## config.mk

```make
export PLATFORM = sky130hd
export DESIGN_NAME = pipeline_stall_sequencer_flat
export DESIGN_NICKNAME = d
export VERILOG_FILES = /design/src/rtl/pipeline_stall_sequencer_if.sv /design/src/rtl/pipeline_stall_sequencer.sv /design/src/flat_wrapper.sv
export SDC_FILE = /design/constraint.sdc
export NUM_CORES = 1
export LEC_CHECK = 0
export BUFFER_PORTS_ARGS = -buffer_cell sky130_fd_sc_hd__buf_2
export CORE_MARGIN = 4
export CORE_UTILIZATION = 25
export CTS_CLUSTER_DIAMETER = 40
export DETAILED_ROUTE_END_ITERATION = 16
export HOLD_SLACK_MARGIN = 0.06
export PLACE_DENSITY = 0.47
export SKIP_LAST_GASP = 1
export SYNTH_ARGS = -nofsm -noshare
export SYNTH_HDL_FRONTEND = slang
export SYNTH_SLANG_ARGS = --single-unit
```

## constraint.sdc

```tcl
create_clock -name clk -period 2.4 [get_ports clk]
set_input_delay 0.24 -clock clk [delete_from_list [all_inputs] [get_ports clk]]
set_output_delay 0.24 -clock clk [all_outputs]
set_load 0.02 [all_outputs]
```

## src/rtl/pipeline_stall_sequencer_if.sv

```systemverilog
// ---------------------------------------------------------------------------
// pipeline_stall_sequencer_if
//   Bundles the hazard qualifiers coming from ID/EX and the stall/flush
//   controls going back to the fetch/decode pipeline registers.
//
//   master : hazard source (drives qualifiers, observes controls/counters)
//   slave  : the sequencer itself
//
//   Qualifiers  : ld_use_haz, id_branch, ex_flag_wr, ex_mem_rd, br_taken,
//                 mem_busy
//   Controls    : PCWrite, IFWrite, IDEX_ctrl_flush, IFID_flush
//   Observation : state_o, stall_cnt, flush_cnt, hang_err
// ---------------------------------------------------------------------------
interface pipeline_stall_sequencer_if #(
  parameter int CNT_W = 16
);
  logic             ld_use_haz;
  logic             id_branch;
  logic             ex_flag_wr;
  logic             ex_mem_rd;
  logic             br_taken;
  logic             mem_busy;
  logic             PCWrite;
  logic             IFWrite;
  logic             IDEX_ctrl_flush;
  logic             IFID_flush;
  logic [1:0]       state_o;
  logic [CNT_W-1:0] stall_cnt;
  logic [CNT_W-1:0] flush_cnt;
  logic             hang_err;

  modport master (
    output ld_use_haz, id_branch, ex_flag_wr, ex_mem_rd, br_taken, mem_busy,
    input  PCWrite, IFWrite, IDEX_ctrl_flush, IFID_flush,
    input  state_o, stall_cnt, flush_cnt, hang_err
  );

  modport slave (
    input  ld_use_haz, id_branch, ex_flag_wr, ex_mem_rd, br_taken, mem_busy,
    output PCWrite, IFWrite, IDEX_ctrl_flush, IFID_flush,
    output state_o, stall_cnt, flush_cnt, hang_err
  );
endinterface

```

## src/rtl/pipeline_stall_sequencer.sv

```systemverilog
// ---------------------------------------------------------------------------
// pipeline_stall_sequencer
//   Turns load-use hazards, branch-on-flag hazards, taken-branch redirects
//   and memory-busy freezes into per-cycle PC/IF-ID write enables and
//   flush controls. Also keeps saturating stall/flush counters and a
//   sticky watchdog that flags runs of MAX_STALL consecutive stalled cycles.
//
//   clk   : rising-edge clock
//   reset : asynchronous, active-high
//   bus   : slave side of pipeline_stall_sequencer_if (qualifiers in,
//           controls / state / counters / hang_err out)
//
//   Controls are combinational from (state, qualifiers); all state,
//   counters and watchdog update on the rising edge.
// ---------------------------------------------------------------------------
module pipeline_stall_sequencer #(
  parameter int BR_FLUSH_CYCLES = 1,   // 1..7
  parameter int CNT_W           = 16,
  parameter int MAX_STALL       = 8    // 1..255
) (
  input logic                       clk,
  input logic                       reset,
  pipeline_stall_sequencer_if.slave bus
);

  typedef enum logic [1:0] {
    RUN     = 2'd0,
    BRLD    = 2'd1,   // owes the second bubble of a lw -> branch pair
    FLUSH   = 2'd2,   // still squashing wrong-path fetches after a redirect
    ILLEGAL = 2'd3
  } state_e;

  localparam logic [2:0] FL_INIT     = 3'(BR_FLUSH_CYCLES - 1);
  localparam logic [7:0] MAX_STALL_L = 8'(MAX_STALL);

  state_e           state_q, state_d;
  logic [2:0]       fl_ctr_q, fl_ctr_d;
  logic [7:0]       run_len_q, run_len_d;
  logic [CNT_W-1:0] stall_cnt_q, flush_cnt_q;
  logic             hang_q;

  logic pc_we, if_we, idex_flush, ifid_flush;

  // NOTE: every signal written here gets a default first so no path through
  // the if/case tree can leave it unassigned and infer a latch.
  always_comb begin
    state_d    = RUN;
    fl_ctr_d   = fl_ctr_q;
    pc_we      = 1'b1;
    if_we      = 1'b1;
    idex_flush = 1'b0;
    ifid_flush = 1'b0;

    if (bus.mem_busy) begin
      // Freeze: sequence position is held, only the stall bookkeeping moves.
      pc_we   = 1'b0;
      if_we   = 1'b0;
      state_d = (state_q == ILLEGAL) ? RUN : state_q;
    end else if (bus.br_taken) begin
      // Redirect overrides any pending bubble.
      ifid_flush = 1'b1;
      idex_flush = 1'b1;
      if (BR_FLUSH_CYCLES > 1) begin
        state_d  = FLUSH;
        fl_ctr_d = FL_INIT;
      end else begin
        fl_ctr_d = 3'd0;
      end
    end else begin
      case (state_q)
        FLUSH: begin
          ifid_flush = 1'b1;
          // fl_ctr counts the flush cycles still to issue, this one included.
          if (fl_ctr_q > 3'd1) begin
            state_d  = FLUSH;
            fl_ctr_d = fl_ctr_q - 3'd1;
          end else begin
            fl_ctr_d = 3'd0;
          end
        end
        BRLD: begin
          pc_we      = 1'b0;
          if_we      = 1'b0;
          idex_flush = 1'b1;
        end
        default: begin  // RUN, and the unused encoding which recovers to RUN
          if (bus.id_branch && bus.ex_mem_rd) begin
            pc_we      = 1'b0;
            if_we      = 1'b0;
            idex_flush = 1'b1;
            state_d    = (state_q == RUN) ? BRLD : RUN;
          end else if (bus.ld_use_haz || (bus.id_branch && bus.ex_flag_wr)) begin
            pc_we      = 1'b0;
            if_we      = 1'b0;
            idex_flush = 1'b1;
          end
        end
      endcase
    end

    // Watchdog run length: consecutive stalled cycles, saturating at 255.
    run_len_d = 8'd0;
    if (!pc_we) begin
      run_len_d = (run_len_q == 8'hFF) ? 8'hFF : run_len_q + 8'd1;
    end
  end

  // NOTE: sequential state uses non-blocking assignments so every register
  // samples the pre-edge values regardless of statement order.
  always_ff @(posedge clk or posedge reset) begin
    if (reset) begin
      state_q     <= RUN;
      fl_ctr_q    <= 3'd0;
      run_len_q   <= 8'd0;
      stall_cnt_q <= '0;
      flush_cnt_q <= '0;
      hang_q      <= 1'b0;
    end else begin
      state_q   <= state_d;
      fl_ctr_q  <= fl_ctr_d;
      run_len_q <= run_len_d;
      if (run_len_d >= MAX_STALL_L) begin
        hang_q <= 1'b1;
      end
      if (!pc_we && (stall_cnt_q != '1)) begin
        stall_cnt_q <= stall_cnt_q + CNT_W'(1);
      end
      if (ifid_flush && (flush_cnt_q != '1)) begin
        flush_cnt_q <= flush_cnt_q + CNT_W'(1);
      end
    end
  end

  assign bus.PCWrite         = pc_we;
  assign bus.IFWrite         = if_we;
  assign bus.IDEX_ctrl_flush = idex_flush;
  assign bus.IFID_flush      = ifid_flush;
  assign bus.state_o         = state_q;
  assign bus.stall_cnt       = stall_cnt_q;
  assign bus.flush_cnt       = flush_cnt_q;
  assign bus.hang_err        = hang_q;

endmodule

```

## src/flat_wrapper.sv

```systemverilog
// flat-port wrapper written by rule: the top's interface ports become plain ports
module pipeline_stall_sequencer_flat 
#(
  parameter int BR_FLUSH_CYCLES = 1,          
  parameter int CNT_W           = 16,
  parameter int MAX_STALL       = 8             
)
  (clk, reset, bus_ld_use_haz, bus_id_branch, bus_ex_flag_wr, bus_ex_mem_rd, bus_br_taken, bus_mem_busy, bus_PCWrite, bus_IFWrite, bus_IDEX_ctrl_flush, bus_IFID_flush, bus_state_o, bus_stall_cnt, bus_flush_cnt, bus_hang_err);
  pipeline_stall_sequencer_if #(.CNT_W(CNT_W)) bus_i ();
  input logic clk;
  input logic reset;
  input wire logic [$bits(bus_i.ld_use_haz)-1:0] bus_ld_use_haz;
  input wire logic [$bits(bus_i.id_branch)-1:0] bus_id_branch;
  input wire logic [$bits(bus_i.ex_flag_wr)-1:0] bus_ex_flag_wr;
  input wire logic [$bits(bus_i.ex_mem_rd)-1:0] bus_ex_mem_rd;
  input wire logic [$bits(bus_i.br_taken)-1:0] bus_br_taken;
  input wire logic [$bits(bus_i.mem_busy)-1:0] bus_mem_busy;
  output wire logic [$bits(bus_i.PCWrite)-1:0] bus_PCWrite;
  output wire logic [$bits(bus_i.IFWrite)-1:0] bus_IFWrite;
  output wire logic [$bits(bus_i.IDEX_ctrl_flush)-1:0] bus_IDEX_ctrl_flush;
  output wire logic [$bits(bus_i.IFID_flush)-1:0] bus_IFID_flush;
  output wire logic [$bits(bus_i.state_o)-1:0] bus_state_o;
  output wire logic [$bits(bus_i.stall_cnt)-1:0] bus_stall_cnt;
  output wire logic [$bits(bus_i.flush_cnt)-1:0] bus_flush_cnt;
  output wire logic [$bits(bus_i.hang_err)-1:0] bus_hang_err;
  assign bus_i.ld_use_haz = bus_ld_use_haz;
  assign bus_i.id_branch = bus_id_branch;
  assign bus_i.ex_flag_wr = bus_ex_flag_wr;
  assign bus_i.ex_mem_rd = bus_ex_mem_rd;
  assign bus_i.br_taken = bus_br_taken;
  assign bus_i.mem_busy = bus_mem_busy;
  assign bus_PCWrite = bus_i.PCWrite;
  assign bus_IFWrite = bus_i.IFWrite;
  assign bus_IDEX_ctrl_flush = bus_i.IDEX_ctrl_flush;
  assign bus_IFID_flush = bus_i.IFID_flush;
  assign bus_state_o = bus_i.state_o;
  assign bus_stall_cnt = bus_i.stall_cnt;
  assign bus_flush_cnt = bus_i.flush_cnt;
  assign bus_hang_err = bus_i.hang_err;
  pipeline_stall_sequencer #(.BR_FLUSH_CYCLES(BR_FLUSH_CYCLES), .CNT_W(CNT_W), .MAX_STALL(MAX_STALL)) u_core (.clk(clk), .reset(reset), .bus(bus_i));
endmodule
```

==> results.md <==
- Max Cap Violations: 0
- Worst Skew: 0.0105 ns
- Number of enable-type register cells in the synthesized netlist: 0
- Final global-route overflow total: 0
- Syn nets: 234
- Area of the mapped netlist: 2330 um2
- Peak fanout along the critical path: 9
- Area share of fa/ha/maj cells after synthesis: 0.0484
- Combinational family with the most area after synthesis: simple AND/OR/NAND/NOR gates
- Class of the tightest hold or removal check: in -> async
- Final clock period utilization by the worst path: 0.942
- Achievable Freq: 442 MHz
- Required arrival time at the worst endpoint: 2.57 ns
- Minimum clock period: 2.26 ns
- Buffer depth of the longest clock path: 2
- Crit-path cells: inv_1 -> ha_2 -> nor3_2 -> o2bb2ai_4 -> a311oi_1 -> or3_1 -> or4_1
- DRT Wirelength: 5100 um
- Io pins: 47
- NumNets Final: 291
- Hold-fix buffers at CTS: 0
- First-pass GRT wire length: 9070 um
- PD cells: 761 nW/um2
- Deepest level of the CTS H-tree: 2
- Setup slack after layout: 0.138 ns
- Leading register cell type out of synthesis: sky130_fd_sc_hd__dfrtp_1
- Number of antenna cells inserted: 0
- Clock-pin slew on the worst setup and hold paths: 0.09 ns
- Worst max-slew margin expressed relative to the limit: 0.608
- Non-filler cells, final: 383
- Number of core rows: 34
- Crit path capture type: flip-flop
- Initial core utilization: 0.262
- Post-synthesis instance total: 217
- Number of cell instances on the worst register-to-register path: 7
- Clock root buffer: sky130_fd_sc_hd__clkbuf_8
- Worst-case setup slack after placement: 0.0302 ns
- Count of port buffers added during placement: 46
- Initial antenna violation count: 0
- Residual antenna-violating net count after detailed routing: 0
- Number of remaining DRC errors: 0
- Via density per instance: 4.66
- Fraction of the yosys area taken by sequential cells: 0.494
- WL/cell: 13.3 um
- Kind of critical path: reg -> reg
- Width of the chip: 105 um
- Status: complete, no violations
- Total clock buffers created by CTS: 5
- Number of failing hold endpoints at the final stage: 0
- Element type at the critical path start: flip-flop
- Library cells used by synthesis: 42
- Share of the synthesized area in compound gates (AO/OA/AOI/OAI): 0.0795
- Final weighted congestion in routability-driven placement: 0.759
- Count of final max-slew check failures: 0
- Portion of netlist area occupied by mux cells: 0.0236
- All-Layer GR Usage: 0.0995
- Number of global-route vias before repair: 1,764
- Number of clock sinks: 46
- Library cell contributing the largest single delay on the critical path: sky130_fd_sc_hd__dfrtp_1
- Vertical extent of the die: 105 um
- DR iter-0 viols: 102
- Clock network latency to the later pin of the worst-skew pair: 0.30 ns
- Slew at the pin with the worst max-slew slack: 0.588 ns
- Area of the core: 8890 um2
- Fraction of registers with async set or reset after synthesis: 1.00
- Synthesized-area fraction occupied by and/or/nand/nor cells: 0.213
- Detailed-route via count: 1,784
- Layout Cell Area excl Fill: 2820 um2
- Growth of design area from synthesis to finish: 21.1%
- CP Data Arrival Time: 2.43 ns
- TritonCTS clock tree: yes
- Share of cells above drive strength 1: 0.258
- Average cell area after synthesis: 10.7 um2
- CP max stage delay: 0.42 ns
- Setup Viol. Count Final: 0
- FF+latch count, synth: 46
- Placed instance area: 2690 um2
- Detail Placement HPWL: 3760 um
- Number of placed instances with taps included: 370
- Overall die area: 10,900 um2
- Worst voltage drop across the vdd grid: 213 uV
- Synthesis warning total: 0
- XOR/XNOR share of the synthesized area: 0.113
- First drt pass iteration count: 4
- Largest net degree at the start of global routing: 47
- Pleak: 1.29 nW
==> flip-flops by register name (all words and copies together), names as in the netlist <==
register,count
u_core.run_len_q,8
u_core.fl_ctr_q,3
u_core.bus.flush_cnt,16
u_core.bus.hang_err,1
u_core.bus.stall_cnt,16
u_core.bus.state_o,2
==> path summary, 6_finish.rpt <==
path | from | endpoint | slack (ns)
min in group clk | bus_br_taken | u_core.bus.state_o[0] | 0.23
setup / recovery | u_core.bus.state_o[0] | u_core.bus.hang_err | 0.14
max in group asynchronous | reset | u_core.bus.flush_cnt[5] | 1.92
setup reg to reg | u_core.bus.state_o[0] | u_core.bus.hang_err | 0.14
hold reg to reg | u_core.bus.flush_cnt[7] | u_core.bus.flush_cnt[7] | 0.50
hold / removal | reset | u_core.bus.flush_cnt[8] | 0.09
==> cells by family (layout without fill, tap and decap cells) <==
group           count (synthesis)  after routing
compound gates                 25             25
buf+inv                        14             72
fa+ha+maj                       9              9
flops                          46             46
simple gates                   88             88
mux                             5              5
xor+xnor                       30             30
==> Yosys cell counts (2+ instances only) <==
cell / instances / area, um2
sky130_fd_sc_hd__a21oi_1: 9 / 45.0
sky130_fd_sc_hd__o21bai_1: 2 / 15.0
sky130_fd_sc_hd__or3_1: 2 / 12.5
sky130_fd_sc_hd__a31oi_1: 3 / 18.8
sky130_fd_sc_hd__nor2_1: 13 / 48.8
sky130_fd_sc_hd__nand2_1: 16 / 60.1
sky130_fd_sc_hd__o21ai_0: 2 / 10.0
sky130_fd_sc_hd__nor3b_1: 3 / 22.5
sky130_fd_sc_hd__xor2_1: 7 / 61.3
sky130_fd_sc_hd__xnor2_1: 23 / 201
sky130_fd_sc_hd__and4_1: 3 / 26.3
sky130_fd_sc_hd__a311oi_1: 2 / 17.5
sky130_fd_sc_hd__and3_1: 5 / 31.3
sky130_fd_sc_hd__nor3_2: 2 / 20.0
sky130_fd_sc_hd__nor3_1: 5 / 25.0
sky130_fd_sc_hd__mux2_1: 4 / 45.0
sky130_fd_sc_hd__nor2b_1: 2 / 12.5
sky130_fd_sc_hd__inv_1: 9 / 33.8
sky130_fd_sc_hd__nand4b_1: 3 / 26.3
sky130_fd_sc_hd__nand3_1: 12 / 60.1
sky130_fd_sc_hd__ha_1: 9 / 113
sky130_fd_sc_hd__nand4_1: 15 / 93.8
sky130_fd_sc_hd__dfrtp_1: 46 / 1150
sky130_fd_sc_hd__o32ai_1: 2 / 17.5
==> critical path: cells and delay by family, from the launching register on <==
| kind | cells | cell delay (ns) |
|---|---|---|
| adder cells (fa/ha/maj) | 1 | 0.31 |
| buffers and inverters | 1 | 0.10 |
| flip-flops | 1 | 0.42 |
| AND/OR/NAND/NOR | 3 | 1.00 |
| AO/OA/AOI/OAI | 2 | 0.29 |
==> report_power, final <==
group | internal, mW | total, mW | switching (mW)
Clock | 0.233 | 0.497 | 0.264
Combinational | 0.230 | 0.574 | 0.343
Sequential | 0.901 | 1.08 | 0.175
Total | 1.36 | 2.15 | 0.782
==> layout by cell type (no fill, tap or decap), drive strengths merged, types with 3 or more instances in the layout <==
master,instances
nand4b,3
buf,54
and4,3
dfrtp,46
nor3b,3
xor2,7
and3,6
nor3,7
clkbuf,7
nor2,13
a31oi,3
ha,9
xnor2,23
nand4,15
nand3,12
a21oi,10
inv,10
mux2,4
nand2,16
o21ai,3
==> stage by stage <==
stage / hold WS, ns / power, mW / util / setup TNS, ns
6_report: 0.0865 / 2.15 / 0.317 / 0
5_1_grt: 0.158 / 2.29 / 0.317 / -0.0114
4_1_cts: 0.112 / 2.17 / 0.313 / 0
3_5_place_dp: 0.442 / 1.67 / 0.302 / 0
3_3_place_gp: 0.446 / 1.67 / 0.302 / 0
2_1_floorplan: 0.349 / 1.45 / - / 0
==> metal layers <==
layer,part of all wire,routed length [um],global-route usage
met1,0.49,2520,0.136
met2,0.46,2340,0.155
met3,0.031,156,0.0211
met4,0.017,88,0.0370
met5,0,0,0
==> layout make-up <==
cell class | instances | area (um2)
Fill cell | 943 | 6070
Clock inverter | 1 | 5.00
Multi-Input combinational cell | 157 | 1110
Tap cell | 108 | 135
Clock buffer | 7 | 86.3
Timing Repair Buffer | 54 | 290
Sequential cell | 46 | 1150
Inverter | 10 | 37.5
==> what timing repair did <==
action	4_1_cts	5_1_grt
gates resized for setup	0	1
endpoints found under the setup margin	0	7
setup buffers	0	5
(Power assumes the default switching activity.)
